<file path="config.mk">
export PLATFORM = sky130hd
export DESIGN_NAME = single_edge_data_frame_tx_40b
export DESIGN_NICKNAME = d
export VERILOG_FILES = /design/src/rtl/tdc_link_pkg.sv /design/src/rtl/single_edge_data_slip_40b.sv /design/src/rtl/single_edge_data_frame_tx_40b.sv
export SDC_FILE = /design/constraint.sdc
export NUM_CORES = 1
export LEC_CHECK = 0
export ABC_AREA = 1
export CAP_MARGIN = 20
export CORE_ASPECT_RATIO = 2
export CORE_MARGIN = 2
export CORE_UTILIZATION = 40
export DETAILED_ROUTE_END_ITERATION = 7
export GPL_TIMING_DRIVEN = 0
export PLACE_DENSITY = 0.63
export SLEW_MARGIN = 5
export SYNTH_ARGS = -nofsm -noshare
export SYNTH_HDL_FRONTEND = slang
export SYNTH_SLANG_ARGS = --single-unit
</file>
<file path="constraint.sdc">
create_clock -name clk -period 4.4 [get_ports clk]
set_clock_uncertainty 0.1 [all_clocks]
set_input_delay 1.1 -clock clk [delete_from_list [all_inputs] [get_ports clk]]
set_output_delay 1.1 -clock clk [all_outputs]
set_load 0.03 [all_outputs]
</file>
<file path="src/rtl/tdc_link_pkg.sv">
// Shared constants and encodings for the 40-bit single-edge TDC data link.
package tdc_link_pkg;

   localparam logic [9:0]  K28_5      = 10'b0011111010;
   localparam logic [9:0]  D21_5      = 10'b1010101010;
   localparam logic [39:0] IDLE_WORD  = {K28_5, K28_5, K28_5, K28_5};
   localparam logic [39:0] TRAIN_WORD = {K28_5, D21_5, K28_5, D21_5};

   typedef enum logic [1:0] {
      WT_IDLE  = 2'd0,
      WT_DATA  = 2'd1,
      WT_TRAIN = 2'd2
   } word_type_e;

   typedef enum logic [1:0] {
      ST_WAIT_LOCK = 2'd0,
      ST_TRAIN     = 2'd1,
      ST_DATA      = 2'd2
   } tx_state_e;

endpackage

</file>
<file path="src/rtl/single_edge_data_slip_40b.sv">
// Bit-offset injector: splices the previous and current word so the far-end
// realigner can be exercised with a known shift.
module single_edge_data_slip_40b
   import tdc_link_pkg::*;
(
   input  logic        clk_i,
   input  logic        rst_i,
   input  logic        en_i,
   input  logic [3:0]  slip_i,
   input  logic [39:0] w_i,
   output logic [39:0] word_o
);

   logic [39:0] p_q;
   logic [79:0] cat;

   always_ff @(posedge clk_i or posedge rst_i) begin
      if (rst_i)     p_q <= '0;
      else if (en_i) p_q <= w_i;
   end

   always_comb begin
      cat    = {p_q, w_i} << slip_i;
      word_o = cat[79:40];
      if (slip_i == 4'd0 || slip_i == 4'd15) word_o = w_i;
   end

endmodule

</file>
<file path="src/rtl/single_edge_data_frame_tx_40b.sv">
// Transmit framer: packs four 10-bit symbols per 40-bit word and emits train,
// data or idle words on each locked tick. Optional slip stage: TX_SLIP_EN.
module single_edge_data_frame_tx_40b
   import tdc_link_pkg::*;
#(
   parameter int TRAIN_WORDS = 64,
   parameter int IDLE_CNT_W  = 16
) (
   input  logic                  clk,
   input  logic                  rst,
   input  logic                  tick,
   input  logic                  locked,
   input  logic                  train_req,
   input  logic [9:0]            sym_in,
   input  logic                  sym_valid,
   output logic                  sym_ready,
`ifdef TX_SLIP_EN
   input  logic [3:0]            slip,
`endif
   output logic [39:0]           data_40b,
   output logic [1:0]            word_type,
   output logic [IDLE_CNT_W-1:0] idle_cnt
);

   localparam int TW_W = (TRAIN_WORDS > 1) ? $clog2(TRAIN_WORDS) : 1;

   tx_state_e             state_q, state_d;
   logic [TW_W-1:0]       trn_cnt_q, trn_cnt_d;
   logic [3:0][9:0]       slots_q, slots_d;
   logic [2:0]            cnt_q, cnt_d, base;
   logic [39:0]           data_q, w_sel, w_out;
   word_type_e            type_q, type_sel;
   logic [IDLE_CNT_W-1:0] idle_q, idle_d;
   logic                  ev, emit, accept;

   assign ev        = locked & tick;
   assign sym_ready = (state_q == ST_DATA) & ((cnt_q != 3'd4) | ev);
   assign accept    = sym_valid & sym_ready;

   always_comb begin
      state_d   = state_q;
      trn_cnt_d = trn_cnt_q;
      idle_d    = idle_q;
      emit      = 1'b0;
      w_sel     = IDLE_WORD;
      type_sel  = WT_IDLE;
      case (state_q)
         ST_WAIT_LOCK: begin
            if (locked) begin
               state_d   = ST_TRAIN;
               trn_cnt_d = '0;
            end
         end
         ST_TRAIN: begin
            if (ev) begin
               emit     = 1'b1;
               w_sel    = TRAIN_WORD;
               type_sel = WT_TRAIN;
               if (trn_cnt_q == TW_W'(TRAIN_WORDS - 1)) state_d = ST_DATA;
               else trn_cnt_d = trn_cnt_q + 1'b1;
            end
         end
         ST_DATA: begin
            if (ev) begin
               emit = 1'b1;
               if (cnt_q == 3'd4) begin
                  w_sel    = slots_q;
                  type_sel = WT_DATA;
               end else if (idle_q != '1) begin
                  idle_d = idle_q + 1'b1;
               end
            end
            if (train_req) begin
               state_d   = ST_TRAIN;
               trn_cnt_d = '0;
            end
         end
         default: state_d = ST_WAIT_LOCK;
      endcase
      if (!locked) state_d = ST_WAIT_LOCK;
   end

   // Slot 0 sits at the top of the packed array so the word is slots_q as-is.
   always_comb begin
      slots_d = slots_q;
      base    = (state_q == ST_DATA && ev && cnt_q == 3'd4) ? 3'd0 : cnt_q;
      cnt_d   = base;
      if (accept) begin
         slots_d[2'd3 - base[1:0]] = sym_in;
         cnt_d                     = base + 3'd1;
      end
      if (!locked) cnt_d = 3'd0;
   end

`ifdef TX_SLIP_EN
   single_edge_data_slip_40b u_slip (
      .clk_i  (clk),
      .rst_i  (rst),
      .en_i   (emit),
      .slip_i (slip),
      .w_i    (w_sel),
      .word_o (w_out)
   );
`else
   assign w_out = w_sel;
`endif

   always_ff @(posedge clk or posedge rst) begin
      if (rst) begin
         state_q   <= ST_WAIT_LOCK;
         trn_cnt_q <= '0;
         slots_q   <= '0;
         cnt_q     <= 3'd0;
         data_q    <= '0;
         type_q    <= WT_IDLE;
         idle_q    <= '0;
      end else begin
         state_q   <= state_d;
         trn_cnt_q <= trn_cnt_d;
         slots_q   <= slots_d;
         cnt_q     <= cnt_d;
         idle_q    <= idle_d;
         if (emit) begin
            data_q <= w_out;
            type_q <= type_sel;
         end
      end
   end

   assign data_40b  = data_q;
   assign word_type = type_q;
   assign idle_cnt  = idle_q;

endmodule

</file>
==> impl_metrics.json, run 1 <==
{
  "status": "completed",
  "grt_pass1_wl_mm": 20.8,
  "diodes": 0,
  "cts_made_buffers": 9,
  "end_kind": "primary output",
  "cp_slowest_cell": "clkdlybuf4s50_1",
  "path_clk_slew_ps": 70,
  "antenna_found_initial": 0,
  "worst_slack_ps": 304,
  "drc": 0,
  "dpl-instance-area_um2": 6020,
  "wl_mm": 12.6,
  "yosysTopAreaCell": "dfrtp_1",
  "synthDistinctLibCells": 36,
  "final_core_util": 0.505,
  "clock_latency_ps": 350,
  "grt_max_degree": 72,
  "drive_gt1_frac": 0.0811,
  "tightestPinTransition_ps": 526,
  "synth.area.top_cells": "dfrtp_1 (54%), nand2_1 (15%), o21ai_0 (7.2%), a2bb2oi_1 (3.6%), inv_1 (3.2%)",
  "post_cts_buffers": 0,
  "io_pins": 75,
  "seq_area_frac_synth": 0.539,
  "postCtsHoldBufs": 0,
  "max_cap_viol_count": 0,
  "hpwl_mm": 9.66,
  "initial_core_util": 0.406,
  "synth_area_um2": 5060,
  "die_h_um": 163,
  "criticalPathCategory": "in2out",
  "hold_path.class": "reg2reg",
  "finalHoldViolCount": 0,
  "clock_path_buffers": 2,
  "dr.pass1.iters": 4,
  "drt_iter0_drc": 225,
  "yosys_warnings": 0,
  "routabilityCongestion": 0.837,
  "routedWlPerCell_um": 15.4,
  "cts_tree": "done",
  "cts_sinks": 109,
  "worstPathArrival_ps": 2900,
  "ant_nets": 0,
  "fin_crit_ps": 4100,
  "grt_setup_unrepaired": "no",
  "postLayoutCellArea_um2": 6300,
  "syn_to_final_growth_pct": 24.4,
  "final_max_slew_viol_count": 0,
  "power.density_nw_per_um2": 401,
  "htreeDepth": 3,
  "p_leak_nw": 2.94,
  "port_buffers": 74,
  "die_w_um": 83.6,
  "synth_area_per_cell_um2": 8.79,
  "setup_viol": 0,
  "synth_top_area_share": 0.539,
  "via_per_inst": 5.08,
  "clock.fmax_mhz": 244,
  "core_region_area_um2": 12500,
  "dp_slack_ps": 287,
  "synth-seq-cells": 109,
  "cp-start-kind": "input pin",
  "crit_path_frequent_cell": "clkdlybuf4s50_1",
  "critPathRequiredTime_ps": 3200,
  "root_buffer": "clkbuf_16",
  "timing.hold.ws_ps": 379,
  "die_area_um2": 13600,
  "syn_nets": 602,
  "rows": 58,
  "total_power_mw": 2.53,
  "globalRouteOverflowTotal": 0,
  "post_cts_resized": 0,
  "synthCells": 576,
  "critPathMaxFanout": 7,
  "num_vias": 4142,
  "relSlewSlack": 0.650,
  "final_nets": 688,
  "track_usage": 0.192,
  "min_period_over_period": 0.931,
  "grt_pass1_vias": 4291,
  "crit_chain": "clkdlybuf4s50_1 > nand2_2 > clkinv_2 > nand2_4 > nand2_8 > clkdlybuf4s50_1",
  "vdd_ir_drop_max_mv": 0.230,
  "max_stage_delay_ps": 690
}
==> cells in the mapped netlist, drive strengths merged <==
| library cell | count |
|---|---|
| o21ai | 85 |
| or2 | 1 |
| dfrtp | 109 |
| nor3 | 1 |
| inv | 48 |
| nand4 | 6 |
| xor2 | 3 |
| buf | 14 |
| nor3b | 1 |
| a21boi | 1 |
| xnor2 | 4 |
| o21a | 1 |
| a21oi | 4 |
| nor2 | 38 |
| a2bb2oi | 21 |
| clkbuf | 5 |
| nand2 | 208 |
| nand3b | 2 |
| nand3 | 13 |
| clkinv | 1 |
| ha | 10 |
==> path summary, 6_finish.rpt <==
| path | startpoint | cells past startpoint | slack [ps] | endpoint |
|---|---|---|---|---|
| worst min-delay path | slots_q[9] | 2 | 380 | slots_q[9] |
| min in group asynchronous | rst | 2 | 1040 | data_40b[26] |
| worst min register to register | slots_q[9] | 2 | 380 | slots_q[9] |
| max in group asynchronous | rst | 3 | 2430 | data_40b[1] |
| worst max register to register | state_q[0] | 9 | 2260 | data_40b[12] |
| worst max-delay path | locked | 6 | 300 | sym_ready |
==> critical path, delay by kind of cell <==
family	cells	cell delay [ps]
buffers and inverters	3	1420
and+or+nand+nor	3	380
==> metal layers <==
metal / wire length, um / vias up / GRT usage / part of all wire
met5: 0 / - / 0 / 0
met4: 437 / 0 / 0.0843 / 0.035
met3: 402 / 24 / 0.0354 / 0.032
met2: 7020 / 105 / 0.368 / 0.56
met1: 4710 / 1989 / 0.202 / 0.37
li1: - / 2024 / - / -
==> kinds of logic after synthesis <==
logic type,count (synthesis),share of synthesized area
simple gates,270,0.232
flops,109,0.539
fa+ha+maj,10,0.0247
compound gates,112,0.129
xor+xnor,7,0.0121
buf+inv,68,0.0633
==> flip-flops by register name, indices dropped and copies added, names as in the netlist <==
signal and cells:
data_40b 40, cnt_q 3, trn_cnt_q 6, word_type 2, idle_cnt 16, slots_q 40, state_q 2
==> where the power goes <==
| part | switching, mW | internal (mW) | leakage (nW) | total, mW |
|---|---|---|---|---|
| Sequential | 0.0763 | 1.11 | 1.39 | 1.19 |
| Clock | 0.385 | 0.393 | 0.135 | 0.779 |
| Combinational | 0.314 | 0.245 | 1.42 | 0.559 |
| Total | 0.776 | 1.75 | 2.94 | 2.53 |
==> through the flow <==
stage / TNS [ps] / std cells
3_5_place_dp: 0 / 801
2_1_floorplan: 0 / 576
3_3_place_gp: -130340 / 800
5_1_grt: 0 / 816
6_report: 0 / 816
4_1_cts: 0 / 816
==> area by class of cell <==
| class | count | area [um2] |
|---|---|---|
| multi-input combinational | 399 | 2010 |
| tap | 150 | 188 |
| clock inverter | 6 | 53.8 |
| inverter | 49 | 188 |
| fill | 1191 | 6180 |
| sequential | 109 | 2730 |
| buffer | 19 | 135 |
| timing repair buffer | 75 | 768 |
| clock buffer | 9 | 225 |
==> cell usage in the layout, fill, tap and decap left out, types with 2 or more instances in the layout <==
cell type / instances
nand4_1: 6
clkbuf_2: 2
inv_2: 5
clkbuf_1: 3
clkbuf_16: 9
buf_6: 6
nand2_8: 2
nand2_2: 2
nor2_1: 32
xnor2_1: 4
o21ai_1: 11
clkdlybuf4s50_1: 74
a21oi_1: 3
a2bb2oi_1: 21
buf_2: 4
dfrtp_1: 109
o21ai_0: 73
nor2_4: 5
nand3_1: 11
nand2_1: 203
inv_6: 4
nand3b_1: 2
ha_1: 10
inv_1: 42
buf_4: 3
xor2_1: 3
(Power assumes the default switching activity.)
==> run 2: changes to the inputs <==
--- a/config.mk
+++ b/config.mk
@@ -11,8 +11,9 @@
 export CORE_MARGIN = 2
 export CORE_UTILIZATION = 40
 export DETAILED_ROUTE_END_ITERATION = 7
-export GPL_TIMING_DRIVEN = 0
 export PLACE_DENSITY = 0.63
+export SETUP_SLACK_MARGIN = 0.4
+export SKIP_CTS_REPAIR_TIMING = 1
 export SLEW_MARGIN = 5
 export SYNTH_ARGS = -nofsm -noshare
 export SYNTH_HDL_FRONTEND = slang
==> run 2 against run 1 <==
Net effect:
- hold slack gained 8.9 ps
- global-route usage shrank 0.78 points
- cell area shrank 1.6%
- sequential share of layout area grew 0.69 points
- setup slack gained 260 ps
- cell count shrank 1.8%
- sequential power is essentially flat
- register-to-register slack lost 430 ps
- power grew 0.35%
- critical path depth is the same
- first-iteration DRC count shrank 33%
- critical endpoint unchanged
==> impl_metrics.json, run 2 (synthesized netlist as in run 1, its figures left out) <==
{
  "status": "completed",
  "drc": 0,
  "port_buffers": 74,
  "total_power_mw": 2.54,
  "final_nets": 672,
  "worst-path-stages": 6,
  "final_cells": 801,
  "power.density_nw_per_um2": 409,
  "clock_path_buffers": 2,
  "clock.fmax_mhz": 261,
  "worstPathArrival_ps": 2640,
  "core_region_area_um2": 12500,
  "dr.pass1.iters": 4,
  "most-common-layout-cells": "nand2_1 (203), dfrtp_1 (109), clkdlybuf4s50_1 (74)",
  "io_pins": 75,
  "cp_num_buf_inv": 3,
  "wl_mm": 12.0,
  "die_h_um": 163,
  "track_usage": 0.185,
  "cp_slowest_cell": "clkdlybuf4s50_1",
  "diodes": 0,
  "cp-endpoint": "sym_ready",
  "vdd_ir_drop_max_mv": 0.236,
  "ant_nets": 0,
  "finalSetupTns_ps": 0,
  "min_period_over_period": 0.872,
  "rows": 58,
  "globalRouteOverflowTotal": 0,
  "htreeDepth": 3,
  "finalHoldViolCount": 0,
  "timing.hold.ws_ps": 387,
  "initial_core_util": 0.406,
  "fin_crit_ps": 3840,
  "grt_pass1_wl_mm": 20.1,
  "grt_pass1_vias": 4038,
  "dpl-instance-area_um2": 5900,
  "setup.worst_path.start": "locked",
  "cts_sinks": 109,
  "setup_viol": 0,
  "critPathRequiredTime_ps": 3200,
  "path_delay_family": "buffers and inverters",
  "postLayoutCellArea_um2": 6200,
  "antenna_found_initial": 0,
  "drive_gt1_frac": 0.0661,
  "multi_input_area_um2": 2020,
  "final_max_slew_viol_count": 0,
  "num_vias": 4024,
  "max_cap_viol_count": 0,
  "crit_path_frequent_cell": "clkdlybuf4s50_1",
  "via_per_inst": 5.02,
  "p_leak_nw": 2.87,
  "max_stage_delay_ps": 690,
  "ff_latch_area_um2": 2730,
  "syn_to_final_growth_pct": 22.5,
  "relSlewSlack": 0.383,
  "critPathMaxFanout": 3,
  "regToRegSetupSlack_ps": 1830,
  "tightestPinTransition_ps": 924,
  "criticalPathCategory": "in2out",
  "drt_iter0_drc": 151,
  "rr_endpoint": "data_40b[1]",
  "hold_path.class": "reg2reg",
  "die_w_um": 83.6,
  "path_clk_slew_ps": 70,
  "grt_max_degree": 69,
  "routabilityCongestion": 0.843,
  "layout_commonest_cell": "nand2_1",
  "r2r_cells": 10,
  "cts_tree": "done",
  "fill_cells": 1223,
  "r2r-start": "state_q[0]",
  "dp_cells": 785,
  "root_buffer": "clkbuf_16",
  "cts_made_buffers": 9,
  "routedWlPerCell_um": 15.0,
  "grt_setup_unrepaired": "no",
  "die_area_um2": 13600,
  "end_kind": "primary output",
  "crit_chain": "clkdlybuf4s50_1 > nand2_2 > clkinv_2 > nand2_4 > nand2_8 > clkdlybuf4s50_1",
  "hpwl_mm": 8.95,
  "cp-start-kind": "input pin",
  "clock_latency_ps": 350
}
[run 2: cell count changes in the layout (fill, tap and decap cells not counted), sizes merged]
cell	change
buf	-11
clkbuf	-4
clkinv	+4
inv	-4
[run 2: metal layers]
| metal | vias up | GRT usage | share of wire | routed length, um |
|---|---|---|---|---|
| met3 | 13 | 0.0308 | 0.025 | 296 |
| li1 | 1993 | - | - | - |
| met4 | 0 | 0.0513 | 0.016 | 188 |
| met2 | 69 | 0.364 | 0.58 | 6970 |
| met1 | 1949 | 0.199 | 0.38 | 4550 |
| met5 | - | 0 | 0 | 0 |
[run 2: how the worst min path moves through the flow]
| stage | startpoint | end | cells past startpoint |
|---|---|---|---|
| finish | slots_q[7] | slots_q[7] | 2 |
| floorplan | slots_q[3] | slots_q[3] | 2 |
| global route | slots_q[7] | slots_q[7] | 2 |
| CTS | slots_q[5] | slots_q[5] | 2 |
| global placement | slots_q[7] | slots_q[7] | 2 |
| detailed placement | slots_q[5] | slots_q[5] | 2 |
[run 2: metrics by stage]
step / util / setup slack (ps)
floorplan: - / 1700
global placement: 0.473 / 542
detailed placement: 0.473 / 530
CTS: 0.497 / 503
global route: 0.497 / 507
finish: 0.497 / 562
[run 2: cell type report]
cell class / count / area share
clock buffer: 10 / 0.0369
sequential: 109 / 0.440
multi-input combinational: 399 / 0.325
tap: 150 / 0.0303
timing repair buffer: 78 / 0.126
inverter: 49 / 0.0305
clock inverter: 6 / 0.0109
[run 2: worst min-delay path, cell delays in order, from the launching register on]
cell and delay (ps):
dfrtp_1 340, nand2_1 50, nand2_1 60
[run 2: power by group]
part / leakage, nW / internal [mW] / switching (mW) / total (mW)
clock network: 0.143 / 0.401 / 0.391 / 0.792
logic: 1.34 / 0.242 / 0.310 / 0.552
registers: 1.39 / 1.11 / 0.0790 / 1.19
total: 2.87 / 1.76 / 0.780 / 2.54
==> run 3: changes to the inputs <==
--- a/config.mk
+++ b/config.mk
@@ -8,7 +8,6 @@
 export ABC_AREA = 1
 export CAP_MARGIN = 20
 export CORE_ASPECT_RATIO = 2
-export CORE_MARGIN = 2
 export CORE_UTILIZATION = 40
 export DETAILED_ROUTE_END_ITERATION = 7
 export PLACE_DENSITY = 0.63
==> run 3 against run 2 <==
Net effect:
- critical path depth did not move
- cell count shrank 0.75%
- sequential share of layout area rose by 0.098 points
- power rose by 0.43%
- critical path type unchanged
==> impl_metrics.json, run 3 (synthesized netlist as in run 1, its figures left out) <==
{
  "most-common-layout-cells": "nand2_1 (203), dfrtp_1 (109), clkdlybuf4s50_1 (74)",
  "fin_crit_ps": 3850,
  "vdd_ir_drop_max_mv": 0.253,
  "syn_to_final_growth_pct": 22.2,
  "globalRouteOverflowTotal": 0,
  "core_region_area_um2": 12300,
  "track_usage": 0.198,
  "initial_core_util": 0.413,
  "grt_pass1_vias": 4051,
  "htreeDepth": 3,
  "regToRegSetupSlack_ps": 1860,
  "port_buffers": 74,
  "cp-start-kind": "input pin",
  "die_h_um": 161,
  "cts_tree": "done",
  "min_period_over_period": 0.875,
  "cts_made_buffers": 9,
  "max_cap_viol_count": 0,
  "ant_nets": 0,
  "num_vias": 4012,
  "grt_max_degree": 96,
  "wl_mm": 12.0,
  "via_per_inst": 5.05,
  "postLayoutCellArea_um2": 6190,
  "dpl-instance-area_um2": 5900,
  "final_max_slew_viol_count": 0,
  "crit_chain": "clkdlybuf4s50_1 > nand2_2 > clkinv_2 > nand2_4 > nand2_8 > clkdlybuf4s50_1",
  "finalSetupTns_ps": 0,
  "crit_path_frequent_cell": "clkdlybuf4s50_1",
  "hold_path.class": "reg2reg",
  "max_stage_delay_ps": 700,
  "critPathMaxFanout": 3,
  "drive_gt1_frac": 0.0633,
  "cts_sinks": 109,
  "routabilityCongestion": 0.841,
  "die_w_um": 81.6,
  "clock_latency_ps": 340,
  "routedWlPerCell_um": 15.1,
  "layout_commonest_cell": "nand2_1",
  "antenna_found_initial": 0,
  "diodes": 0,
  "die_area_um2": 13100,
  "relSlewSlack": 0.422,
  "clock_path_buffers": 2,
  "power.density_nw_per_um2": 412,
  "r2r_cells": 10,
  "clock.fmax_mhz": 260,
  "root_buffer": "clkbuf_16",
  "worstPathArrival_ps": 2650,
  "end_kind": "primary output",
  "tightestPinTransition_ps": 867,
  "finalHoldViolCount": 0,
  "min_path_cells": 2,
  "path_clk_slew_ps": 70,
  "final_nets": 672,
  "rows": 57,
  "status": "completed",
  "drt_iter0_drc": 115,
  "total_power_mw": 2.55,
  "hpwl_mm": 8.88,
  "critPathRequiredTime_ps": 3200,
  "dr.pass1.iters": 4,
  "drc": 0,
  "setup_viol": 0,
  "criticalPathCategory": "in2out",
  "grt_setup_unrepaired": "no",
  "io_pins": 75,
  "grt_pass1_wl_mm": 19.5,
  "cp_slowest_cell": "clkdlybuf4s50_1",
  "p_leak_nw": 2.87
}
-- run 3: per-layer routing --
layer | track usage | wire [um]
met2 | 0.381 | 6970
met4 | 0.0763 | 254
met3 | 0.0277 | 348
met5 | 0 | 0
met1 | 0.203 | 4430
-- run 3: power breakdown --
group          leakage (nW)  internal, mW  total (mW)  switching, mW
Sequential             1.39          1.11        1.19         0.0729
Clock                 0.141         0.451       0.804          0.353
Combinational          1.34         0.242       0.556          0.314
-- run 3: metrics by stage --
step	instances	worst slack, ps	hold WS, ps	utilization
after floorplan	576	1700	344	-
after global placement	782	543	362	0.481
after detailed placement	782	522	364	0.481
after CTS	795	476	383	0.504
after global routing	795	506	403	0.504
final	795	548	378	0.504
-- run 3: final timing paths --
path                             from      endpoint
max in group asynchronous         rst   slots_q[31]
max                              tick     sym_ready
min                        slots_q[3]    slots_q[3]
max reg2reg                state_q[0]   data_40b[1]
min in group asynchronous         rst  data_40b[39]
min reg2reg                slots_q[3]    slots_q[3]
-- run 3: worst max-delay path: cells and delay by family --
kind,cells,cell delay [ps]
buf+inv,3,1270
simple gates,3,280
-- run 3: area by class of cell --
class                   count  area (um2)
repair buffers             78         783
fillers                  1182        6080
multi-input cells         399        2020
well taps                 147         184
clock buffers              10         239
inverters                  49         189
flip-flops and latches    109        2730
clock inverters             3        47.5
